### config.mk
export PLATFORM = sky130hd
export DESIGN_NAME = copro_host_master
export DESIGN_NICKNAME = d
export VERILOG_FILES = /design/src/rtl/copro_host_pkg.sv /design/src/rtl/copro_poll_timer.sv /design/src/rtl/copro_host_master.sv
export SDC_FILE = /design/constraint.sdc
export NUM_CORES = 1
export LEC_CHECK = 0
export ABC_AREA = 1
export CAP_MARGIN = 20
export CORE_AREA = 4 4 419 421
export CTS_BUF_LIST = sky130_fd_sc_hd__clkbuf_4 sky130_fd_sc_hd__clkbuf_8
export DETAILED_ROUTE_END_ITERATION = 8
export DIE_AREA = 0 0 423 425
export HOLD_SLACK_MARGIN = 0.1
export PLACE_DENSITY_LB_ADDON = 0.15
export SYNTH_ARGS = -nofsm -noshare
export SYNTH_HDL_FRONTEND = slang
export SYNTH_SLANG_ARGS = --single-unit
### constraint.sdc
create_clock -name clock -period 4.6 [get_ports clock]
set_input_delay 0.46 -clock clock [delete_from_list [all_inputs] [get_ports clock]]
set_output_delay 0.46 -clock clock [all_outputs]
set_load 0.01 [all_outputs]
### src/rtl/copro_host_pkg.sv
// Shared definitions for the coprocessor host master: op codes, FSM states,
// coprocessor register/read-select indices and the poll compare helper.
package copro_host_pkg;

    localparam logic [1:0] OP_WRITE = 2'b00;
    localparam logic [1:0] OP_READ  = 2'b01;
    localparam logic [1:0] OP_POLL  = 2'b10;
    localparam logic [1:0] OP_RSVD  = 2'b11;

    typedef enum logic [2:0] {
        ST_IDLE      = 3'd0,
        ST_WRITE     = 3'd1,
        ST_READ      = 3'd2,
        ST_POLL_READ = 3'd3,
        ST_POLL_WAIT = 3'd4,
        ST_RESP      = 3'd5
    } state_e;

    // Write-side register indices (one writeEnable bit each)
    localparam logic [3:0] REG_PLAINTEXT     = 4'd0;
    localparam logic [3:0] REG_IV            = 4'd1;
    localparam logic [3:0] REG_AES_CSR       = 4'd3;
    localparam logic [3:0] REG_SHA_PLAINTEXT = 4'd4;
    localparam logic [3:0] REG_DIGEST1       = 4'd6;
    localparam logic [3:0] REG_SHA_CSR       = 4'd7;
    localparam logic [3:0] REG_SEED          = 4'd8;
    localparam logic [3:0] REG_PRNG_CSR      = 4'd10;
    localparam logic [3:0] REG_R             = 4'd12;
    localparam logic [3:0] REG_S             = 4'd13;
    localparam logic [3:0] REG_V             = 4'd14;

    // Read-select indices
    localparam logic [3:0] SEL_PLAINTEXT  = 4'd0;
    localparam logic [3:0] SEL_IV         = 4'd1;
    localparam logic [3:0] SEL_CIPHERTEXT = 4'd2;
    localparam logic [3:0] SEL_AES_CSR    = 4'd3;
    localparam logic [3:0] SEL_SEED       = 4'd4;
    localparam logic [3:0] SEL_GENERATED  = 4'd5;
    localparam logic [3:0] SEL_PRNG_CSR   = 4'd6;

    // A masked-out bit never causes a miss, so mask 0 always hits.
    function automatic logic poll_hit(input logic [7:0] data,
                                      input logic [7:0] mask,
                                      input logic [7:0] match);
        return ((data ^ match) & mask) == 8'h00;
    endfunction

endpackage

### src/rtl/copro_poll_timer.sv
// Poll pacing counters: gap_cnt spaces successive poll reads, poll_cnt
// counts reads issued for the current poll command.
module copro_poll_timer #(
    parameter int POLL_GAP = 4,
    parameter int CNT_W    = 11
) (
    input  logic             clock,
    input  logic             reset_n,
    input  logic             start_i,
    input  logic             arm_i,
    input  logic             tick_i,
    input  logic             gap_done_i,
    input  logic [CNT_W-1:0] limit_i,
    output logic             gap_zero_o,
    output logic             at_limit_o
);

    localparam int GAP_W = $clog2(POLL_GAP + 1);
    localparam logic [GAP_W-1:0] GAP_RELOAD = GAP_W'(POLL_GAP - 1);

    logic [GAP_W-1:0] gap_q, gap_d;
    logic [CNT_W-1:0] poll_q, poll_d;

    // Next-state for both counters; a finished gap advances the read count.
    always_comb begin
        gap_d  = gap_q;
        poll_d = poll_q;
        if (start_i) begin
            poll_d = CNT_W'(1'b1);
            gap_d  = {GAP_W{1'b0}};
        end else if (arm_i) begin
            gap_d = GAP_RELOAD;
        end else if (gap_done_i) begin
            poll_d = poll_q + CNT_W'(1'b1);
        end else if (tick_i) begin
            gap_d = gap_q - GAP_W'(1'b1);
        end else begin
            gap_d = gap_q;
        end
    end

    // Counter registers.
    always_ff @(posedge clock or negedge reset_n) begin
        if (!reset_n) begin
            gap_q  <= {GAP_W{1'b0}};
            poll_q <= {CNT_W{1'b0}};
        end else begin
            gap_q  <= gap_d;
            poll_q <= poll_d;
        end
    end

    assign gap_zero_o = (gap_q == {GAP_W{1'b0}});
    assign at_limit_o = (poll_q == limit_i);

endmodule

### src/rtl/copro_host_master.sv
// Host-side initiator for the coprocessor register bus: turns write/read/poll
// commands into writeEnable/writeBus/selectRead activity, one response each.
module copro_host_master
    import copro_host_pkg::*;
#(
    parameter int DATA_W    = 256,
    parameter int ADDR_W    = 4,
    parameter int POLL_GAP  = 4,
    parameter int MAX_POLLS = 1024
) (
    input  logic                     clock,
    input  logic                     reset_n,
    input  logic                     cmd_valid,
    output logic                     cmd_ready,
    input  logic [1:0]               cmd_op,
    input  logic [ADDR_W-1:0]        cmd_addr,
    input  logic [DATA_W-1:0]        cmd_wdata,
    input  logic [7:0]               cmd_mask,
    input  logic [7:0]               cmd_match,
    output logic                     rsp_valid,
    input  logic                     rsp_ready,
    output logic [DATA_W-1:0]        rsp_data,
    output logic                     rsp_err,
    output logic [(1<<ADDR_W)-1:0]   writeEnable,
    output logic [DATA_W-1:0]        writeBus,
    output logic [ADDR_W-1:0]        selectRead,
    input  logic [DATA_W-1:0]        dataOut
);

    localparam int NREG  = 1 << ADDR_W;
    localparam int CNT_W = $clog2(MAX_POLLS + 1);
    localparam logic [CNT_W-1:0] POLL_LIMIT = CNT_W'(MAX_POLLS);
    localparam logic [NREG-1:0]  WE_ONE     = NREG'(1'b1);

    state_e            state_q, state_d;
    logic [NREG-1:0]   we_q, we_d;
    logic [DATA_W-1:0] wbus_q, wbus_d;
    logic [ADDR_W-1:0] sel_q, sel_d;
    logic              rsp_valid_q, rsp_valid_d;
    logic [DATA_W-1:0] rsp_data_q, rsp_data_d;
    logic              rsp_err_q, rsp_err_d;
    logic [7:0]        mask_q, mask_d;
    logic [7:0]        match_q, match_d;

    logic start_s, arm_s, tick_s, gap_done_s, gap_zero_s, at_limit_s, hit_s;

    assign hit_s      = poll_hit(dataOut[7:0], mask_q, match_q);
    assign gap_done_s = tick_s & gap_zero_s;

    copro_poll_timer #(
        .POLL_GAP (POLL_GAP),
        .CNT_W    (CNT_W)
    ) u_timer (
        .clock      (clock),
        .reset_n    (reset_n),
        .start_i    (start_s),
        .arm_i      (arm_s),
        .tick_i     (tick_s),
        .gap_done_i (gap_done_s),
        .limit_i    (POLL_LIMIT),
        .gap_zero_o (gap_zero_s),
        .at_limit_o (at_limit_s)
    );

    // Next-state and next-output logic for the command sequencer.
    always_comb begin
        state_d     = state_q;
        we_d        = we_q;
        wbus_d      = wbus_q;
        sel_d       = sel_q;
        rsp_valid_d = rsp_valid_q;
        rsp_data_d  = rsp_data_q;
        rsp_err_d   = rsp_err_q;
        mask_d      = mask_q;
        match_d     = match_q;
        start_s     = 1'b0;
        arm_s       = 1'b0;
        tick_s      = 1'b0;
        case (state_q)
            ST_IDLE: begin
                if (cmd_valid) begin
                    case (cmd_op)
                        OP_WRITE: begin
                            we_d    = WE_ONE << cmd_addr;
                            wbus_d  = cmd_wdata;
                            state_d = ST_WRITE;
                        end
                        OP_READ: begin
                            sel_d   = cmd_addr;
                            state_d = ST_READ;
                        end
                        OP_POLL: begin
                            sel_d   = cmd_addr;
                            mask_d  = cmd_mask;
                            match_d = cmd_match;
                            start_s = 1'b1;
                            state_d = ST_POLL_READ;
                        end
                        default: begin
                            rsp_err_d   = 1'b1;
                            rsp_data_d  = {DATA_W{1'b0}};
                            rsp_valid_d = 1'b1;
                            state_d     = ST_RESP;
                        end
                    endcase
                end else begin
                    state_d = ST_IDLE;
                end
            end
            ST_WRITE: begin
                we_d        = {NREG{1'b0}};
                rsp_data_d  = {DATA_W{1'b0}};
                rsp_err_d   = 1'b0;
                rsp_valid_d = 1'b1;
                state_d     = ST_RESP;
            end
            ST_READ: begin
                rsp_data_d  = dataOut;
                rsp_err_d   = 1'b0;
                rsp_valid_d = 1'b1;
                state_d     = ST_RESP;
            end
            ST_POLL_READ: begin
                if (hit_s || at_limit_s) begin
                    rsp_data_d  = dataOut;
                    rsp_err_d   = ~hit_s;
                    rsp_valid_d = 1'b1;
                    state_d     = ST_RESP;
                end else begin
                    arm_s   = 1'b1;
                    state_d = ST_POLL_WAIT;
                end
            end
            ST_POLL_WAIT: begin
                tick_s = 1'b1;
                if (gap_zero_s) begin
                    state_d = ST_POLL_READ;
                end else begin
                    state_d = ST_POLL_WAIT;
                end
            end
            ST_RESP: begin
                if (rsp_ready) begin
                    rsp_valid_d = 1'b0;
                    state_d     = ST_IDLE;
                end else begin
                    state_d = ST_RESP;
                end
            end
            default: begin
                we_d        = {NREG{1'b0}};
                rsp_valid_d = 1'b0;
                state_d     = ST_IDLE;
            end
        endcase
    end

    // State and registered-output flops; reset drops any in-flight command.
    always_ff @(posedge clock or negedge reset_n) begin
        if (!reset_n) begin
            state_q     <= ST_IDLE;
            we_q        <= {NREG{1'b0}};
            wbus_q      <= {DATA_W{1'b0}};
            sel_q       <= {ADDR_W{1'b0}};
            rsp_valid_q <= 1'b0;
            rsp_data_q  <= {DATA_W{1'b0}};
            rsp_err_q   <= 1'b0;
            mask_q      <= 8'h00;
            match_q     <= 8'h00;
        end else begin
            state_q     <= state_d;
            we_q        <= we_d;
            wbus_q      <= wbus_d;
            sel_q       <= sel_d;
            rsp_valid_q <= rsp_valid_d;
            rsp_data_q  <= rsp_data_d;
            rsp_err_q   <= rsp_err_d;
            mask_q      <= mask_d;
            match_q     <= match_d;
        end
    end

    assign cmd_ready   = (state_q == ST_IDLE);
    assign writeEnable = we_q;
    assign writeBus    = wbus_q;
    assign selectRead  = sel_q;
    assign rsp_valid   = rsp_valid_q;
    assign rsp_data    = rsp_data_q;
    assign rsp_err     = rsp_err_q;

endmodule

==> flow_summary.yaml, run 1 <==
final_layout:
  fillers: 18330
  nets: 4299
  area_growth_pct: 79.16
  drive_above_1_share_pct: 13.51
  multi_input_area_sq_um: 9841
  seq_area_sq_um: 14190
  fin_cells: 6172
  final_util_pct: 26.18
logic_synthesis:
  synth_area_leaders: "dfrtp_1 (57%), mux2_4 (14%), nand2_1 (13%)"
  yosysMostFrequentCell: "nand2_1"
  synth_seq_cells: 567
  synth_top_area_share_pct: 56.66
  ys_warn_count: 0
  synth.net_count: 2837
  ys.flop_type: "dfrtp_1"
  syn_avg_cell_area_sq_um: 10.94
  synthDistinctLibCells: 30
  synth_cells: 2289
  synth_top_area_cell: "dfrtp_1"
  syn_area_sq_um: 25040
  synth-async-reset-ratio_pct: 100.0
  ys_top_cells_by_count: "nand2_1 (888), dfrtp_1 (567), nand3b_1 (256), mux2_4 (240), buf_2 (73)"
  yosysSeqAreaShare_pct: 56.66
  synth_edf_count: 0
sta:
  hold_viol: 0
  skew_ps: 42.62
  period_share_pct: 60.21
  drv_slew: 0
  fin_setup_tns_ps: 0
  rsz0062_at_grt: "no"
  worst_slew_pin_slew_ps: 927.6
  max_freq_mhz: 361.0
  finalSetupViolations: 0
  slew-limit-headroom_pct: 38.01
  fin_crit_ps: 2770
clock_network:
  cts-resized-gates: 0
  htree_levels: 3
  root_buffer: "clkbuf_8"
  cts_tree: "done"
  cts.sinks: 567
  clockBufferDepth: 3
  clk_pin_slew_worst_paths_ps: 60
  numCtsBuffers: 117
  clk_latency_ps: 850
worst_setup_path:
  slowest_delay_ps: 630
  crit_buf_inv: 2
  cp_cell_sequence: "nor2_2 -> inv_2 -> nor2_4 -> clkdlybuf4s50_1"
  arrival_ps: 2310
  critPathSlowestCell: "clkdlybuf4s50_1"
  cpLargestDelayFamily: "buffers and inverters"
  cp_max_fo: 6
  critPathCaptureType: "output port"
  criticalPathCategory: "reg -> out"
  worstPathRequired_ps: 4140
  cp-start-kind: "flip-flop"
detailed_routing:
  route.met2.wl_mm: 65.85
  via_per_inst: 3.571
  drtPass1Iterations: 5
  wl_mm: 126.6
  drcViolationCount: 0
  wl_met3_mm: 7.294
  vias: 22040
  drtIter0Drc: 1045
  wl_per_cell_um: 20.51
  wl_met1_mm: 50.11
  top_layer_used: "met5"
  ant_nets: 0
die:
  fp.dieW_um: 423
  coreArea_sq_um: 171400
  die_area_sq_um: 179800
  die_y_um: 425
  rows: 152
  num_io_pins: 1073
  start_util_pct: 14.61
power:
  peakVddDrop_uv: 336.1
  p_leak_nw: 20.12
  power_density_nw_per_um2: 563.6
grt:
  antenna_found_initial: 27
  grt_pass1_wl_mm: 178.5
  grt_pass1_vias: 23400
  grt_max_degree: 122
  grt-ovfl-total: 0
  grt_use_total_pct: 13.50
placement:
  placed_cells: 5555
  hpwl_mm: 92.56
  gp_congestion: 0.7937
  port_buffers: 1072
run:
  cap_violations: 0
status:
  status: "finished clean"
min_path:
  hold_class: "in -> async"
## timing repair
action	in CTS	in global routing
buffers inserted	0	0
hold endpoints to repair	452	0
setup endpoints to repair	0	0
hold buffers	387	0
## final cells by class
cell class | count | share of cell area [%]
antenna | 13 | 0.07251
tap | 2310 | 6.442
sequential | 567 | 31.63
timing repair buffer | 1492 | 33.53
clock buffer | 202 | 5.653
clock inverter | 15 | 0.3375
inverter | 48 | 0.4016
multi-input combinational | 1525 | 21.93
## metal layers
layer	vias to the layer above	track usage (%)
li1	10390	-
met1	10780	15.35
met2	675	24.57
met3	188	3.764
met4	8	3.876
met5	-	0
## path summary, 6_finish.rpt
path	endpoint	slack (ps)	cells after the start	start
worst max-delay path	cmd_ready	1830	4	state_q[1]$_DFF_PN0_
worst min-delay path	rsp_data[189]$_DFFE_PN0P_	240	2	reset_n
worst max register to register	rsp_data[152]$_DFFE_PN0P_	1990	9	u_timer.poll_q[0]$_DFFE_PN0P_
worst min register to register	rsp_data[47]$_DFFE_PN0P_	470	2	rsp_data[47]$_DFFE_PN0P_
max in group asynchronous	writeBus[47]$_DFFE_PN0P_	3190	3	reset_n
min in group clock	rsp_data[22]$_DFFE_PN0P_	250	4	dataOut[22]
## cell usage in the layout (no fill, tap or decap), types with 13 or more instances in the layout
cell             synthesis  layout
nor3_1                  14      14
clkbuf_4                 0      39
clkbuf_8                 0     163
diode_2                  0      13
o21ai_0                 37      37
nor2_1                  13      13
nand3_1                 21      20
buf_4                    5      18
nand3b_1               256     256
buf_12                   0      15
dfrtp_1                567     567
inv_1                   44      44
clkdlybuf4s50_1          0    1071
mux2_2                  16      16
mux2_4                 240     240
nand2_1                888     888
dlygate4sd3_1            0     387
## sequential cells by signal, summed over array words and instances (netlist names)
signal / cells
rsp_data: 256
writeBus: 256
writeEnable: 16
u_timer.poll_q: 11
mask_q: 8
match_q: 8
selectRead: 4
state_q: 3
u_timer.gap_q: 3
rsp_err: 1
rsp_valid: 1
## through the flow
stage	setup WS, ps	hold slack, ps	power [mW]	cell area [sq um]
3_3_place_gp	1305	453.8	19.27	38270
4_1_cts	1656	100.4	25.90	44830
3_5_place_dp	1263	457.0	19.19	38270
5_1_grt	1637	140.0	26.80	44860
2_1_floorplan	2915	164.4	12.79	25040
6_report	1830	243.7	25.29	44860
## cells by family (layout without fill, tap and decap cells)
group	Yosys count	in the layout	synth area share, %
xor gates and xnor gates	7	7	0.2448
AOI/OAI and AO/OA	50	50	1.049
buffers and inverters	197	1757	4.232
muxes	256	256	15.11
and+or+nand+nor	1202	1202	22.20
other	0	13	0
DFF	567	567	56.66
adders and majority gates	10	10	0.4997
## power by group
| part | total (mW) | internal [mW] | switching [mW] |
|---|---|---|---|
| Sequential | 7.99 | 6.86 | 1.13 |
| Combinational | 11.2 | 5.81 | 5.44 |
| Clock | 6.06 | 3.51 | 2.54 |
Note: power is estimated with default switching activity, not from simulation.
==> run 2: changes to the inputs <==
Clock period 4.6 ns to 2.3 ns, I/O delays scaled along.
==> run 2 against run 1 <==
Cell count increased by 3.6%. Sequential share of layout area is 1.6 points lower. Sequential power is 100% higher. Die area did not move. Clock power increased by 95%. Global-route usage grew 0.30 points. Clock-buffer cell count shrank 12. Clock skew down 0.62 ps. Hold slack improved by 64 ps. Critical path depth decreased by 3. Non-clock buffer count increased by 234. Critical endpoint is now writeBus[4].
==> flow_summary.yaml, run 2 (same netlist as run 1, synthesis figures left out) <==
clock_network:
  cts_tree: "done"
  root_buffer: "clkbuf_8"
  htree_levels: 3
  numCtsBuffers: 120
  post_cts.repair.setup_buffers: 0
  clockBufferDepth: 3
  cts.sinks: 567
  clk_pin_slew_worst_paths_ps: 60
  clk_latency_ps: 850
final_layout:
  seq_area_sq_um: 14190
  nets: 4536
  final_cell_mix: "clkdlybuf4s50_1 (1054), nand2_1 (888), dfrtp_1 (566), dlygate4sd3_1 (528), nand3b_1 (256)"
  area_growth_pct: 88.75
  fillers: 18210
  drive_above_1_share_pct: 14.90
  final_common_cell: "clkdlybuf4s50_1"
  final_util_pct: 27.58
  multi_input_area_sq_um: 9841
die:
  rows: 152
  fp.dieW_um: 423
  die_y_um: 425
  die_area_sq_um: 179800
  num_io_pins: 1073
  coreArea_sq_um: 171400
  start_util_pct: 14.61
power:
  power.total_mw: 51.63
  internal-power_mw: 33.10
  power_density_nw_per_um2: 1092
  switching_power_mw: 18.53
  peakVddDrop_uv: 445.4
  power_frac_clock_pct: 22.9
  p_sw_share_pct: 35.88
  p_seq_share_pct: 31.0
  p_leak_nw: 21.32
  pwr-share-comb_pct: 46.1
worst_setup_path:
  cp_max_fo: 2
  worstPathRequired_ps: 2070
  crit_buf_inv: 1
  arrival_ps: 1880
  cp_cell_sequence: "clkdlybuf4s50_1"
  cpLargestDelayFamily: "buffers and inverters"
  criticalPathCategory: "reg -> out"
  critPathSlowestCell: "clkdlybuf4s50_1"
  cp-start-kind: "flip-flop"
  critPathCaptureType: "output port"
  slowest_delay_ps: 630
run:
  cap_violations: 0
detailed_routing:
  vias: 22850
  wl_mm: 128.8
  drcViolationCount: 0
  via_per_inst: 3.573
  ant_nets: 0
  drtPass1Iterations: 5
  wl_per_cell_um: 20.14
  drtIter0Drc: 976
sta:
  fin_setup_tns_ps: 0
  hold_viol: 0
  drv_slew: 0
  whs_ps: 307.8
  slew-limit-headroom_pct: 64.79
  max_freq_mhz: 474.0
  setup_slack_ps: 190.2
  fin_crit_ps: 2110
  finalSetupViolations: 0
  skew_ps: 42.00
  rsz0062_at_grt: "no"
  period_share_pct: 91.73
  worst_slew_pin_slew_ps: 528.2
grt:
  grt_use_total_pct: 13.80
  antenna_found_initial: 15
  grt_pass1_wl_mm: 182.5
  grt_pass1_vias: 24620
  grt_max_degree: 55
  grt-ovfl-total: 0
placement:
  port_buffers: 1072
  pre_cts_ws_ps: 19.40
  gp_congestion: 0.7929
  hpwl_mm: 96.61
min_path:
  hold_class: "in -> async"
status:
  status: "finished clean"
-- run 2: layout make-up --
class	count	area share, %
well taps	2310	6.115
repair buffers	1726	37.22
flip-flops and latches	567	30.02
clock inverters	19	0.3971
clock buffers	190	4.990
multi-input cells	1525	20.82
inverters	48	0.3812
diodes	11	0.05824
-- run 2: per-stage QoR --
step | instances | area (sq um)
floorplan | 2289 | 25040
detailed placement | 5647 | 39410
CTS | 6385 | 47240
global placement | 5647 | 39410
finish | 6396 | 47270
global route | 6392 | 47260
-- run 2: worst paths after layout --
check / start / to / slack, ps / cells after the start
max in group asynchronous: reset_n / writeBus[165]$_DFFE_PN0P_ / 1520 / 3
min in group clock: dataOut[2] / rsp_data[2]$_DFFE_PN0P_ / 320 / 5
min reg2reg: rsp_data[253]$_DFFE_PN0P_ / rsp_data[253]$_DFFE_PN0P_ / 470 / 2
max: writeBus[4]$_DFFE_PN0P_ / writeBus[4] / 190 / 1
max reg2reg: u_timer.poll_q[0]$_DFFE_PN0P_ / rsp_data[250]$_DFFE_PN0P_ / 240 / 10
min: reset_n / rsp_data[203]$_DFFE_PN0P_ / 310 / 3
-- run 2: tightest hold or removal path: stages --
cell	delay (ps)
dlygate4sd3_1	560
buf_8	430
buf_12	260
-- run 2: power by group through the flow --
stage	logic [mW]	registers, mW	clock network [mW]
detailed placement	23.5	16.1	0
global route	25.4	16.5	12.9
finish	23.8	16.0	11.8
floorplan	8.22	17.4	0
CTS	24.4	16.0	12.5
global placement	23.6	16.1	0
-- run 2: per-layer routing --
| metal | track usage [%] | wire length [um] | share of wire, % |
|---|---|---|---|
| met1 | 15.99 | 51250 | 40 |
| met2 | 24.26 | 65330 | 51 |
| met3 | 3.603 | 7737 | 6.0 |
| met4 | 5.408 | 4509 | 3.5 |
| met5 | 0 | 13 | 0.010 |
-- run 2: what timing repair did --
| item | CTS | global route |
|---|---|---|
| gates resized for setup | 21 | 0 |
| setup endpoints to repair | 18 | 0 |
| hold buffers | 529 | 0 |
| endpoints found under the hold margin | 1107 | 0 |
==> run 3: changes to the inputs <==
Settings changed: PLACE_DENSITY_LB_ADDON 0.15 to unset.
Clock period 2.3 ns to 2.2 ns, I/O delays scaled along.
==> run 3 against run 2 <==
Final area down 0.12%. Hold slack worse by 89 ps. Die area unchanged. Cell count up 0.31%. Clock skew up 60 ps. Largest cell class unchanged. Highest routed layer unchanged.
==> flow_summary.yaml, run 3 (same netlist as run 1, synthesis figures left out) <==
sta:
  finalSetupViolations: 0
  hold_viol: 0
  drv_slew: 0
  whs_ps: 218.6
  setup_slack_ps: 137.8
  worst_slew_pin_slew_ps: 578.8
  slew-limit-headroom_pct: 61.27
  fin_setup_tns_ps: 0
  skew_ps: 101.5
  max_freq_mhz: 484.9
  fin_crit_ps: 2062
  period_share_pct: 93.74
worst_setup_path:
  rrSetupSlack_ps: 140
  crit_top_cell: "buf_12"
  arrival_ps: 2820
  cp-start-kind: "flip-flop"
  critPathSlowestCell: "dfrtp_1"
  cp_cell_sequence: "nor3_2 -> nand3_4 -> buf_12 -> buf_4 -> buf_12 -> nand3b_1 -> nand2_1"
  criticalPathCategory: "reg -> reg"
  critPathCaptureType: "flip-flop"
  worstPathRequired_ps: 2960
  cp_max_fo: 17
  slowest_delay_ps: 510
power:
  peakVddDrop_uv: 467.1
  power_density_nw_per_um2: 1133
  power.total_mw: 53.50
  p_leak_nw: 21.79
clock_network:
  clockBufferDepth: 3
  numCtsBuffers: 109
  clk_latency_ps: 880
  htree_levels: 3
  root_buffer: "clkbuf_8"
  cts_tree: "done"
  cts.sinks: 567
  clk_pin_slew_worst_paths_ps: 60
detailed_routing:
  ant_nets: 0
  vias: 23870
  wl_per_cell_um: 20.24
  drtIter0Drc: 1423
  wl_mm: 129.9
  drtPass1Iterations: 6
  drcViolationCount: 0
  via_per_inst: 3.721
die:
  start_util_pct: 14.61
  die_area_sq_um: 179800
  num_io_pins: 1073
  fp.dieW_um: 423
  die_y_um: 425
  rows: 152
  coreArea_sq_um: 171400
placement:
  hpwl_mm: 97.94
  port_buffers: 1072
  placed_cells: 5657
  gp_congestion: 0.9694
  pre_cts_ws_ps: -520.9
  postPlaceCellArea_sq_um: 39420
status:
  status: "finished clean"
grt:
  grt_use_total_pct: 13.69
  grt_max_degree: 62
  grt-ovfl-total: 0
  antenna_found_initial: 49
  grt_pass1_vias: 25520
  grt_pass1_wl_mm: 181.8
final_layout:
  final_util_pct: 27.55
  design_area_sq_um: 47210
  fin_cells: 6416
  nets: 4540
  final_common_cell: "clkdlybuf4s50_1"
  final_cell_mix: "clkdlybuf4s50_1 (916), nand2_1 (886), dfrtp_1 (559), dlygate4sd3_1 (524), nand3b_1 (256)"
  drive_above_1_share_pct: 15.35
  area_growth_pct: 88.52
run:
  cap_violations: 0
min_path:
  hold_class: "in -> reg"
run 3: changes by cell type in the layout (fill, tap and decap cells not counted), moves of 3 or more:
| cell | previous run | this run |
|---|---|---|
| buf_4 | 74 | 93 |
| dfrtp_2 | 1 | 8 |
| buf_12 | 52 | 46 |
| dfrtp_1 | 566 | 559 |
| clkdlybuf4s50_1 | 1054 | 916 |
| dlygate4sd3_1 | 528 | 524 |
| clkbuf_8 | 149 | 140 |
| clkinvlp_4 | 2 | 5 |
| diode_2 | 11 | 28 |
| dlygate4sd2_1 | 16 | 153 |
| clkinv_2 | 9 | 13 |
| clkbuf_4 | 41 | 28 |
run 3: final timing paths:
path / from / to / depth (start not counted)
max in group asynchronous: reset_n / u_timer.poll_q[10]$_DFFE_PN0P_ / 4
max reg2reg: state_q[2]$_DFF_PN0_ / rsp_data[77]$_DFFE_PN0P_ / 7
min reg2reg: rsp_data[107]$_DFFE_PN0P_ / rsp_data[107]$_DFFE_PN0P_ / 2
min: dataOut[255] / rsp_data[255]$_DFFE_PN0P_ / 4
min in group asynchronous: reset_n / rsp_data[106]$_DFFE_PN0P_ / 3
max: state_q[2]$_DFF_PN0_ / rsp_data[77]$_DFFE_PN0P_ / 7
run 3: where the power goes:
group / leakage [nW] / internal (mW) / switching (mW)
clock: 1.30 / 6.73 / 5.24
combinational: 13.1 / 12.6 / 11.8
sequential: 7.35 / 14.4 / 2.81
run 3: layout make-up:
cell class | instances | area (sq um)
Fill cell | 17600 | 124100
Timing Repair Buffer | 1740 | 17520
Sequential cell | 567 | 14200
Multi-Input combinational cell | 1526 | 9862
Tap cell | 2310 | 2890
Clock buffer | 168 | 2137
Clock inverter | 29 | 345.3
Inverter | 48 | 180.2
Antenna cell | 28 | 70.07
run 3: routing by layer:
metal | track usage, % | wire, um | vias to the layer above
met3 | 4.156 | 9301 | 288
met5 | 0 | 21 | -
met4 | 7.326 | 7150 | 4
li1 | - | - | 10890
met2 | 24.05 | 65710 | 984
met1 | 14.76 | 47690 | 11710
run 3: timing repair:
action / 4_1_cts / 5_1_grt
hold endpoints to repair: 1099 / 0
buffers inserted: 2 / 4
gates resized for setup: 169 / 7
hold buffers: 525 / 0
pin swaps: 0 / 2
setup endpoints to repair: 185 / 53
cloned: 0 / 3
run 3: worst max-delay path: cells and delay by family (launching register included):
kind / cells / cell delay [ps]
and+or+nand+nor: 4 / 960
buffers and inverters: 3 / 540
DFF: 1 / 510
==> RTL change 1, RTL diff (flow settings as in run 2) <==
Make the reset (`reset_n`) synchronous in 2 clocked blocks.
--- a/src/rtl/copro_poll_timer.sv
+++ b/src/rtl/copro_poll_timer.sv
@@ -42,3 +42,3 @@
     // Counter registers.
-    always_ff @(posedge clock or negedge reset_n) begin
+    always_ff @(posedge clock) begin
         if (!reset_n) begin
--- a/src/rtl/copro_host_master.sv
+++ b/src/rtl/copro_host_master.sv
@@ -158,3 +158,3 @@
     // State and registered-output flops; reset drops any in-flight command.
-    always_ff @(posedge clock or negedge reset_n) begin
+    always_ff @(posedge clock) begin
         if (!reset_n) begin
Check against the original RTL: not settled (the Yosys comparison gave no result); the edit may change what the design does.
==> RTL change 1 against run 2 <==
Setup slack lost 0.011 ns; wire length is 0.89% lower; sequential cell count stayed put; final area decreased by 8.2%; worst hold slack worse by 0.027 ns; total power down 32%; area after synthesis shrank 15%; count of clock-buffer cells in the layout shrank 10; critical path type unchanged.
==> RTL change 1: results (changes against run 2) <==
* Status: finished clean
* M2 GR Usage at 0.239 (-0.00398)
* # port buffers at 1,072 (unchanged)
* GR met3 Demand/Resource at 0.0443 (+0.00832)
* Post-synthesis xor/xnor area fraction at 0.00123 (-0.00122)
* Hpwl dp at 93.9 mm (-2.8%)
* Via count at 25,400 (+11%)
* Peak Freq at 471 MHz (-0.53%)
* Synth cell count leaders: nand2_1, dfxtp_1, a21oi_1
* Worst VDD drop at 0.417 mV (-6.4%)
* Area post-placement at 0.0357 sq mm (-9.3%)
* Sw Ratio at 0.361 (+0.00215)
* Detailed Route WL at 128 mm (-0.89%)
* Gate power share at 0.364 (-0.097)
* Static leakage at 14.8 nW (-30%)
* Top post-synthesis cells by area: dfxtp_1, a21oi_1, nand2_1, nand4_1, nand3_1
* PwrDens at 805 mW/mm^2 (-26%)
* Worst stage delay on the critical path at 0.60 ns (-0.03 ns)
* Core Util, Final at 0.253 (-0.0225)
* Worst-Margin Slew at 0.634 ns (+0.106 ns)
* Clk_skew at 0.0335 ns (-0.00850 ns)
* Sequential fraction of the synthesis area at 0.531 (-0.0357)
* Clock share of power at 0.314 (+0.085)
* Ys async rst share at 0 (-1.00)
* All-Layer GR Usage at 0.135 (-0.00302)
* Final nets at 4,812 (+6.1%)
* Core box area at 0.171 sq mm (unchanged)
* Met1 Use GR at 0.152 (-0.00820)
* Hold WC Path Type: in2reg
* Root Driver: clkbuf_8
* Post-synthesis mux area share at 0 (-0.151)
* Delay-heaviest family, CP: buffers and inverters
* Post-Synth Adder-Cell Area at 0.00468 (-0.000315)
* Fill cell count at 18,700 (+2.7%)
* Share of layout cells above drive strength 1 at 0.0826 (-0.0664)
* Distinct cell type count after synthesis at 28 (-6.7%)
* Num CTS Buffers at 119 (-0.83%)
* Starting DRT DRC Count at 1,152 (+18%)
* First-pass GRT wire length at 184 mm (+0.68%)
* Largest net degree at the start of global routing at 86 (+56%)
* Syn_nets at 3,204 (+13%)
* Vias in the first global route at 26,200 (+6.6%)
* Synth Area in Compound Gates at 0.142 (+0.131)
* Placer Congestion at 0.789 (-0.52%)
## RTL change 1: cell type report
class / instances / share of cell area
Timing Repair Buffer: 1753 / 0.413
Sequential cell: 567 / 0.262
Multi-Input combinational cell: 1779 / 0.201
Tap cell: 2310 / 0.0666
Clock buffer: 180 / 0.0513
Inverter: 46 / 0.00415
Clock inverter: 11 / 0.00179
Antenna cell: 12 / 0.000692
## RTL change 1: layer usage
layer | vias to the layer above | share of wire
li1 | 12500 | -
met1 | 12000 | 0.39
met5 | - | 0.00020
met4 | 4 | 0.027
met3 | 173 | 0.073
met2 | 773 | 0.51
## RTL change 1: what timing repair did
| item | in CTS | in global routing |
|---|---|---|
| resized for setup | 26 | 1 |
| hold endpoints to repair | 535 | 0 |
| setup endpoints to repair | 21 | 1 |
| hold buffers | 534 | 0 |
## RTL change 1: through the flow
step,std cells,setup WS [ns]
2_1_floorplan,2658,0.692
5_1_grt,6656,0.00187
3_3_place_gp,5921,-0.0555
6_report,6658,0.179
4_1_cts,6646,0.000239
3_5_place_dp,5921,-0.0383
## RTL change 1: final timing paths
path              slack (ns)                      startpoint  depth (start not counted)                         end
setup / recovery        0.18       writeBus[84]$_SDFFE_PN0P_                          1                writeBus[84]
hold / removal          0.28                       cmd_op[1]                          4       state_q[2]$_SDFF_PN0_
setup reg to reg        0.31  u_timer.poll_q[0]$_SDFFE_PN0P_                         10  rsp_data[196]$_SDFFE_PN0P_
hold reg to reg         0.46      writeBus[220]$_SDFFE_PN0P_                          2  writeBus[220]$_SDFFE_PN0P_
==> RTL change 2, RTL diff (flow settings as in run 2) <==
Without the edit above. `MAX_POLLS`: 1024 -> 512.
--- a/src/rtl/copro_host_master.sv
+++ b/src/rtl/copro_host_master.sv
@@ -8,3 +8,3 @@
     parameter int POLL_GAP  = 4,
-    parameter int MAX_POLLS = 1024
+    parameter int MAX_POLLS = 512
 ) (
Function: not settled (the Yosys comparison gave no result); the edit may change what the design does.
==> RTL change 2 against run 2 <==
Total power down 1.3%; final area fell by 0.38%; largest cell class unchanged; highest routed layer unchanged; wire length decreased by 0.48%; combinational power hardly changed; register-to-register slack worse by 0.04 ns; first-iteration DRC count up 7.9%; core utilization fell by 0.11 points; area after synthesis fell by 0.24%; setup slack gained 0.0053 ns; sequential cell count is 1 lower.
==> RTL change 2: results (changes against run 2) <==
* Status: finished clean
* Initial antenna violation count at 14 (-1)
* Syn_nets at 2,829 (-0.28%)
* Met1 WL at 49.2 mm (-4.1%)
* Clock share of power at 0.219 (-0.010)
* Hold WC Path Type: in2reg
* Clkbuf count at 180 (-5.3%)
* Final nets at 4,513 (-0.51%)
* GR met3 Demand/Resource at 0.0364 (+0.000321)
* Design Area, Final at 0.0471 sq mm (-0.38%)
* Wire length on met2 at 69.4 mm (+6.2%)
* Bufs w/o clock at 1,718 (-0.46%)
* Area post-placement at 0.0394 sq mm (-0.15%)
* Worst VDD drop at 0.418 mV (-6.1%)
* Worst Setup EP: writeBus[238]
* Top post-synthesis cells by area: dfrtp_1, mux2_4, nand2_1, nand3b_1, buf_2
* P_sw at 18.3 mW (-1.3%)
* First-pass GRT wire length at 183 mm (+0.34%)
* Worst-path clk slew at 0.06 ns (about the same)
* Routed wl met3 at 7.27 mm (-6.0%)
* Detailed Route WL at 128 mm (-0.48%)
* Hold path cells at 4
* Clk_skew at 0.0409 ns (-0.00108 ns)
* Starting DRT DRC Count at 1,053 (+7.9%)
* Placer Congestion at 0.801 (+1.0%)
* Worst stage delay on the critical path at 0.63 ns (about the same)
* Ant. Diodes at 8 (-3)
* Fin Hold WS at 0.181 ns (-0.126 ns)
* Beginning of the critical path: writeBus[238]$_DFFE_PN0P_
* Vias in the first global route at 24,900 (+1.1%)
* Fill cell count at 18,200 (-0.19%)
* Sequential fraction of the synthesis area at 0.567 (about the same)
* Clock sink count at 566 (-0.18%)
* Largest net degree at the start of global routing at 52 (-5.5%)
* R2R setup slack at 0.20 ns (-0.04 ns)
* Nonclk inv count at 45 (-6.3%)
* M2 GR Usage at 0.259 (+0.0163)
* Hold_buf cts at 534 (+0.95%)
* Share of layout cells above drive strength 1 at 0.143 (-0.00557)
* Reg2reg start: u_timer.poll_q[0]$_DFFE_PN0P_
* Area occupied by multi-input gates at 0.00981 sq mm (-0.27%)
* Clock network power at 11.2 mW (-5%)
* Highest metal used: met5
* Static leakage at 21.2 nW (-0.69%)
* Via count at 22,900 (+0.0044%)
* Worst R2R End: rsp_data[92]$_DFFE_PN0P_
* Hpwl dp at 96.9 mm (+0.35%)
* Num CTS Buffers at 113 (-5.8%)
* Multi-input gate count at 1,521 (-0.26%)
* Worst-Margin Slew at 0.421 ns (-0.108 ns)
* Post-CTS resize count at 7 (-67%)
* Buffering overhead at 0.375 (+0.00284)
* Clock-cell share of area at 0.0503 (-0.00354)
* Gate power share at 0.468 (+0.007)
* Met1 Use GR at 0.153 (-0.00685)
* All-Layer GR Usage at 0.138 (-0.000190)
[RTL change 2: changes by cell type in the layout (fill, tap and decap cells not counted), sizes merged, moves of 2 or more]
cell / run 2 / this run
clkbuf: 190 / 181
clkdlybuf4s50: 1054 / 1065
nor2: 16 / 14
dlygate4sd3: 528 / 533
buf: 128 / 114
o22ai: 5 / 3
dlygate4sd2: 16 / 5
inv: 53 / 46
nand2: 891 / 893
diode: 11 / 8
[RTL change 2: logic make-up after synthesis]
family,Yosys count,share of synthesized area
AND/OR/NAND/NOR,1202,0.223
flip-flops,566,0.567
buffers and inverters,194,0.0420
XOR/XNOR,6,0.00210
multiplexers,256,0.151
adder cells (fa/ha/maj),10,0.00501
AO/OA/AOI/OAI,47,0.00987
[RTL change 2: stage by stage]
step | instances | setup WS, ns
2_1_floorplan | 2281 | 0.572
3_5_place_dp | 5626 | -0.123
5_1_grt | 6362 | 0.0150
4_1_cts | 6355 | 0.000168
3_3_place_gp | 5626 | -0.0767
6_report | 6363 | 0.195
